File: config.mk
export PLATFORM = sky130hd
export DESIGN_NAME = mult_control
export DESIGN_NICKNAME = d
export VERILOG_FILES = /design/src/rtl/mult_control.sv
export SDC_FILE = /design/constraint.sdc
export NUM_CORES = 1
export LEC_CHECK = 0
export ABC_CLOCK_PERIOD_IN_PS = 1800
export BUFFER_PORTS_ARGS = -buffer_cell sky130_fd_sc_hd__buf_2
export CAP_MARGIN = 20
export CORE_AREA = 2 2 39 41
export DETAILED_ROUTE_END_ITERATION = 10
export DIE_AREA = 0 0 41 43
export HOLD_SLACK_MARGIN = 0.12
export PLACE_DENSITY = 0.52
export SLEW_MARGIN = 40
export SYNTH_ARGS = -nofsm -noshare
export SYNTH_HDL_FRONTEND = slang
export SYNTH_SLANG_ARGS = --single-unit
File: constraint.sdc
create_clock -name clk -period 1.8 [get_ports clk]
set_input_delay 0.18 -clock clk [delete_from_list [all_inputs] [get_ports clk]]
set_output_delay 0.18 -clock clk [all_outputs]
set_load 0.05 [all_outputs]
File: src/rtl/mult_control.sv
`default_nettype none
// +-----------------------------------------------------------------------+
// | Module   : mult_control                                               |
// | Desc     : Mealy control FSM sequencing an 8x8 multiply built from a  |
// |            4x4 multiplier, accumulator and shifter.                   |
// | Revision : 1.0 - initial release                                      |
// +-----------------------------------------------------------------------+
module mult_control (
    input  logic       clk,
    input  logic       reset_a,
    input  logic       start,
    input  logic [1:0] count,
    output logic [1:0] input_sel,
    output logic [1:0] shift_sel,
    output logic [2:0] state_out,
    output logic       done,
    output logic       clk_ena,
    output logic       sclr_n
);

    typedef enum logic [2:0] {
        IDLE      = 3'b000,
        LSB       = 3'b001,
        MID       = 3'b010,
        MSB       = 3'b011,
        CALC_DONE = 3'b100,
        ERR       = 3'b101
    } state_t;

    state_t r_state;
    state_t w_next_state;

    always_ff @(posedge clk) begin
        if (reset_a) begin
            r_state <= IDLE;
        end else begin
            r_state <= w_next_state;
        end
    end

    always_comb begin
        w_next_state = IDLE;
        input_sel    = 2'b00;
        shift_sel    = 2'b00;
        done         = 1'b0;
        clk_ena      = 1'b0;
        sclr_n       = 1'b1;
        case (r_state)
            IDLE: begin
                if (start) begin
                    clk_ena      = 1'b1;
                    sclr_n       = 1'b0;
                    w_next_state = LSB;
                end else begin
                    w_next_state = IDLE;
                end
            end
            LSB: begin
                if (!start && count == 2'b00) begin
                    clk_ena      = 1'b1;
                    w_next_state = MID;
                end else begin
                    w_next_state = ERR;
                end
            end
            MID: begin
                // Cross products: A.lo*B.hi then A.hi*B.lo, both shifted by 4
                if (!start && count == 2'b01) begin
                    input_sel    = 2'b01;
                    shift_sel    = 2'b01;
                    clk_ena      = 1'b1;
                    w_next_state = MID;
                end else if (!start && count == 2'b10) begin
                    input_sel    = 2'b10;
                    shift_sel    = 2'b01;
                    clk_ena      = 1'b1;
                    w_next_state = MSB;
                end else begin
                    w_next_state = ERR;
                end
            end
            MSB: begin
                if (!start && count == 2'b11) begin
                    input_sel    = 2'b11;
                    shift_sel    = 2'b10;
                    clk_ena      = 1'b1;
                    w_next_state = CALC_DONE;
                end else begin
                    w_next_state = ERR;
                end
            end
            CALC_DONE: begin
                if (!start) begin
                    done         = 1'b1;
                    w_next_state = IDLE;
                end else begin
                    w_next_state = ERR;
                end
            end
            ERR: begin
                if (start) begin
                    clk_ena      = 1'b1;
                    sclr_n       = 1'b0;
                    w_next_state = LSB;
                end else begin
                    w_next_state = ERR;
                end
            end
            // 110/111 fall back to IDLE with default outputs
            default: w_next_state = IDLE;
        endcase
    end

    assign state_out = r_state;

endmodule
`default_nettype wire

After elaboration in Yosys (flattened, before gate mapping) --
Index checks and enable logic that the tools add are counted.
Operators by class: eq/ne operators 8, multiplexer cells 25, reduce and logical (&&, ||, !) cells 8
Operators with widths (count):
- $pmux W3 S6 | 1
- $mux W3 | 5
- $mux W1 | 12
- $mux W2 | 4
- $pmux W2 S2 | 2
- $eq A3 B2 Y1 const B | 2
- $eq A3 B3 Y1 const B | 2
- $eq A2 B2 Y1 const B | 2
- $logic_and A1 B1 Y1 | 4
- $pmux W1 S4 | 1
- $eq A3 B1 Y1 const B | 1
- $logic_not A3 Y1 | 1
- $eq A2 B1 Y1 const B | 1
- $logic_not A2 Y1 | 1
- $reduce_or A2 Y1 | 1
- $logic_not A1 Y1 | 1
Storage, ports and cells: bits in registers 3, input port bits 5

Longest topological paths before layout --
word-level depth 5, gate-level depth with buffers 4, depth with buffers taken out 3

Worst setup path before layout --
No wires, ideal clock.
path type register to output, start register r_state[2], in the netlist state_out[2], end output done, arrival time 2444 ps, required time 1620 ps, slack -824 ps, cell stages (with the launch flop) 3, path buffers 1, cell sequence dfxtp_1 -> buf_6 -> nor4b_1
On the way: longest elaborated chain between the ends 2
Ends and longest elaborated chain:
- start: declaration | line 30 | state_t r_state;
- start signal: assignment | line 37 | r_state <= w_next_state;
- $eq A3 B3 Y1 | line 48 | case (r_state)
- $mux W1 | line 48
- end: declaration | line 16 | output logic done,
Every way passes these cells.

Worst setup path in the final report --
start register r_state[0], in the netlist state_out[0], end output clk_ena
On the way: longest elaborated chain between the ends 3
Ends and longest elaborated chain:
- $eq A3 B3 Y1 / $logic_not A3 Y1 (equally long branches) | line 48
- $reduce_or A2 Y1 (no line)
- $pmux W1 S4 * | line 48
- end: declaration | line 17 | output logic clk_ena,
Every way passes the cells marked *; elsewhere a longest branch is shown, timed or not.

==> results.cfg <==
[clock_network]
cts_tree = built
cts_buffers = 3
ctsHoldBuffers = 0
clockBufferDepth = 2
cts_sinks = 3
clk_latency_ns = 0.23
cts-root-buf = clkbuf_4
clk_pin_slew_ns = 0.04
htree_levels = 1

[synth]
avgSynthCellArea_sq_um = 7.19
synth_mux_area_share_pct = 0
ys_top_cells_by_area = dfxtp_1, nor2_1, nor4b_1, xnor2_1, buf_2
synth.top_cell.area_share_pct = 17.4
synth_cell_types = 28
synth-edff-count = 0
synth.most_common_cell = nor2_1
synthFlopType = dfxtp_1
synth_simple_gate_area_share_pct = 36.2
ys_top_cells_by_count = nor2_1, buf_2, nand2_1
synth_xor_area_share_pct = 10.1
synth-compound-area-share_pct = 25.0
ys_seq_area_share_pct = 17.4
synth_fp_nets = 53
synthesis.area_sq_um = 345
synth_top_area_cell = dfxtp_1
syn_inst = 48
yosys_warnings = 0
synth_top_family_by_area = simple AND/OR/NAND/NOR gates
synth_fa_ha_area_share_pct = 0
async_flop_share_pct = 0
synth-seq-cells = 3

[routing]
wl_per_cell_um = 10.6
drc = 0
vias_per_cell = 4.75
first_pass_iters = 1
drt_iter0_markers = 0
num_vias = 361
drt_wl_total_um = 803
ant_nets = 0

[sta]
setup_viol = 0
fmax_ghz = 0.648
hold_viol_final = 0
period_share_pct = 85.7
worst_pin_slew_ns = 0.297
timing.final.ws_setup_ns = 0.257
finalClockSkew_ns = 0.00177
relSlewSlack_pct = 80.1
rsz0062_at_grt = no
maxSlewViolCount = 0
tns_ns = 0
min_period_ns = 1.54

[die]
rows = 14
die_y_um = 43
die_x_um = 41
fp.dieArea_sq_um = 1760
core-area_sq_um = 1380
io_pins = 15
initial_core_util_pct = 25.0

[placed_design]
placed_area_sq_um = 429
dpl_worst_slack_ns = 0.407
portBuffers = 14
dp_hpwl_um = 564
gp_congestion = 0.733

[power]
total_power_w = 0.000310
powerDensity_nw_per_um2 = 668
vdd_drop_max_mv = 0.247
p_leak_nw = 0.185

[worst_setup_path]
path_delay_family = flip-flops
cp_data_arrival_time_ns = 1.36
critical_path_required_ns = 1.62
cp-start-kind = flip-flop
cp_slowest_cell = dfxtp_4
critPathCaptureType = output port
cpPeakStageDelay_ns = 0.45
cp.depth = 4
cp_max_fo = 15
path_cells = nor4b_2 -> o21ai_0 -> o211ai_1 -> clkbuf_4
worstRegToRegCells = 3
critPathKind = flip-flop to output port
path_buf_inv = 1

[final_layout]
n_antenna_cell = 0
final_core_utilization_pct = 33.5
nets = 66
area_growth_pct = 34.4
drive_gt1_share_pct = 43.3
largest_reg_flops = 3
final_cell_area_sq_um = 464
fillers = 160

[grt]
grt_usage_pct = 10.8
grt_use_met3_pct = 1.57
grt_pass1_vias = 299
use_met1_pct = 16.2
grt_max_degree = 16
grt_pass1_wl_mm = 1.35
grt_util_met2_pct = 14.1
grt_busiest_layer = met1
grt_overflow = 0
antenna_found_initial = 0

[min_path]
hp-class = primary input to flip-flop
holdPathStages = 2

[outcome]
status = complete, no violations

[flow_run]
cap_viol_max_count = 0
[kinds of logic (layout without fill, tap and decap cells)]
kind of cell	Yosys count	count (layout)
buf+inv	7	19
xor+xnor	4	4
simple gates	22	22
flops	3	3
compound gates	12	12
[path summary, 6_finish.rpt]
path         slack [ns]      endpoint          from
max                0.26       clk_ena  state_out[0]
max reg2reg        0.55  state_out[0]  state_out[1]
min                0.14  state_out[1]       reset_a
min reg2reg        0.56  state_out[1]  state_out[2]
[routing by layer]
metal | routed length, um | share of wire, %
met2 | 326 | 41
met5 | 0 | 0
met3 | 63 | 7.8
met4 | 14 | 1.7
met1 | 398 | 50
[metrics by stage]
| step | std cells | hold WS [ns] |
|---|---|---|
| 2_1_floorplan | 48 | 0.247 |
| 3_3_place_gp | 72 | 0.374 |
| 3_5_place_dp | 72 | 0.381 |
| 4_1_cts | 76 | 0.140 |
| 5_1_grt | 76 | 0.155 |
| 6_report | 76 | 0.143 |
[cell type report]
type / instances / area [sq um] / area share (%)
inverters: 1 / 3.75 / 0.809
clock buffers: 4 / 26.3 / 5.66
flip-flops and latches: 3 / 68.8 / 14.8
well taps: 16 / 20.0 / 4.31
repair buffers: 14 / 72.6 / 15.6
multi-input cells: 38 / 273 / 58.8
[repair_timing]
item	in CTS	in global routing
resized for setup	0	2
hold endpoints to repair	0	0
setup endpoints to repair	0	1
setup buffers	0	0
[power by group]
| group | total, W | switching (W) | leakage [nW] | internal (W) |
|---|---|---|---|---|
| Clock | 0.000118 | 0.0000350 | 0.0150 | 0.0000831 |
| Sequential | 0.0000852 | 0.0000152 | 0.0264 | 0.0000700 |
| Combinational | 0.000107 | 0.0000687 | 0.143 | 0.0000381 |
[worst register-to-register path: stages (launching register included)]
cell and delay (ns):
dfxtp_4 0.39, or4_4 0.54, a21oi_2 0.14, a2111oi_1 0.05
[placed cells by master, fill, tap and decap left out]
master | synthesis | routed
a21oi_2 | 1 | 1
a21boi_0 | 1 | 1
a21o_1 | 1 | 1
o221a_2 | 1 | 1
nor2b_1 | 1 | 1
or4_4 | 1 | 1
nor4_1 | 1 | 1
inv_1 | 1 | 1
xnor2_1 | 3 | 3
nand2b_1 | 1 | 1
nand3b_1 | 1 | 1
dfxtp_2 | 0 | 1
buf_2 | 4 | 13
nand3_2 | 0 | 1
nand2_1 | 4 | 4
a31oi_1 | 1 | 1
o211ai_1 | 1 | 1
a2111oi_1 | 1 | 1
a21oi_1 | 3 | 3
nand4_1 | 1 | 1
dfxtp_4 | 0 | 2
nor4b_2 | 0 | 1
a211oi_1 | 1 | 1
clkbuf_1 | 1 | 1
xor2_1 | 1 | 1
o21ai_0 | 1 | 1
nor4b_4 | 0 | 1
nand4b_1 | 1 | 1
nor2_1 | 7 | 7
nor4b_1 | 3 | 1
clkbuf_4 | 0 | 4
Power figures use the tool's default switching activity.
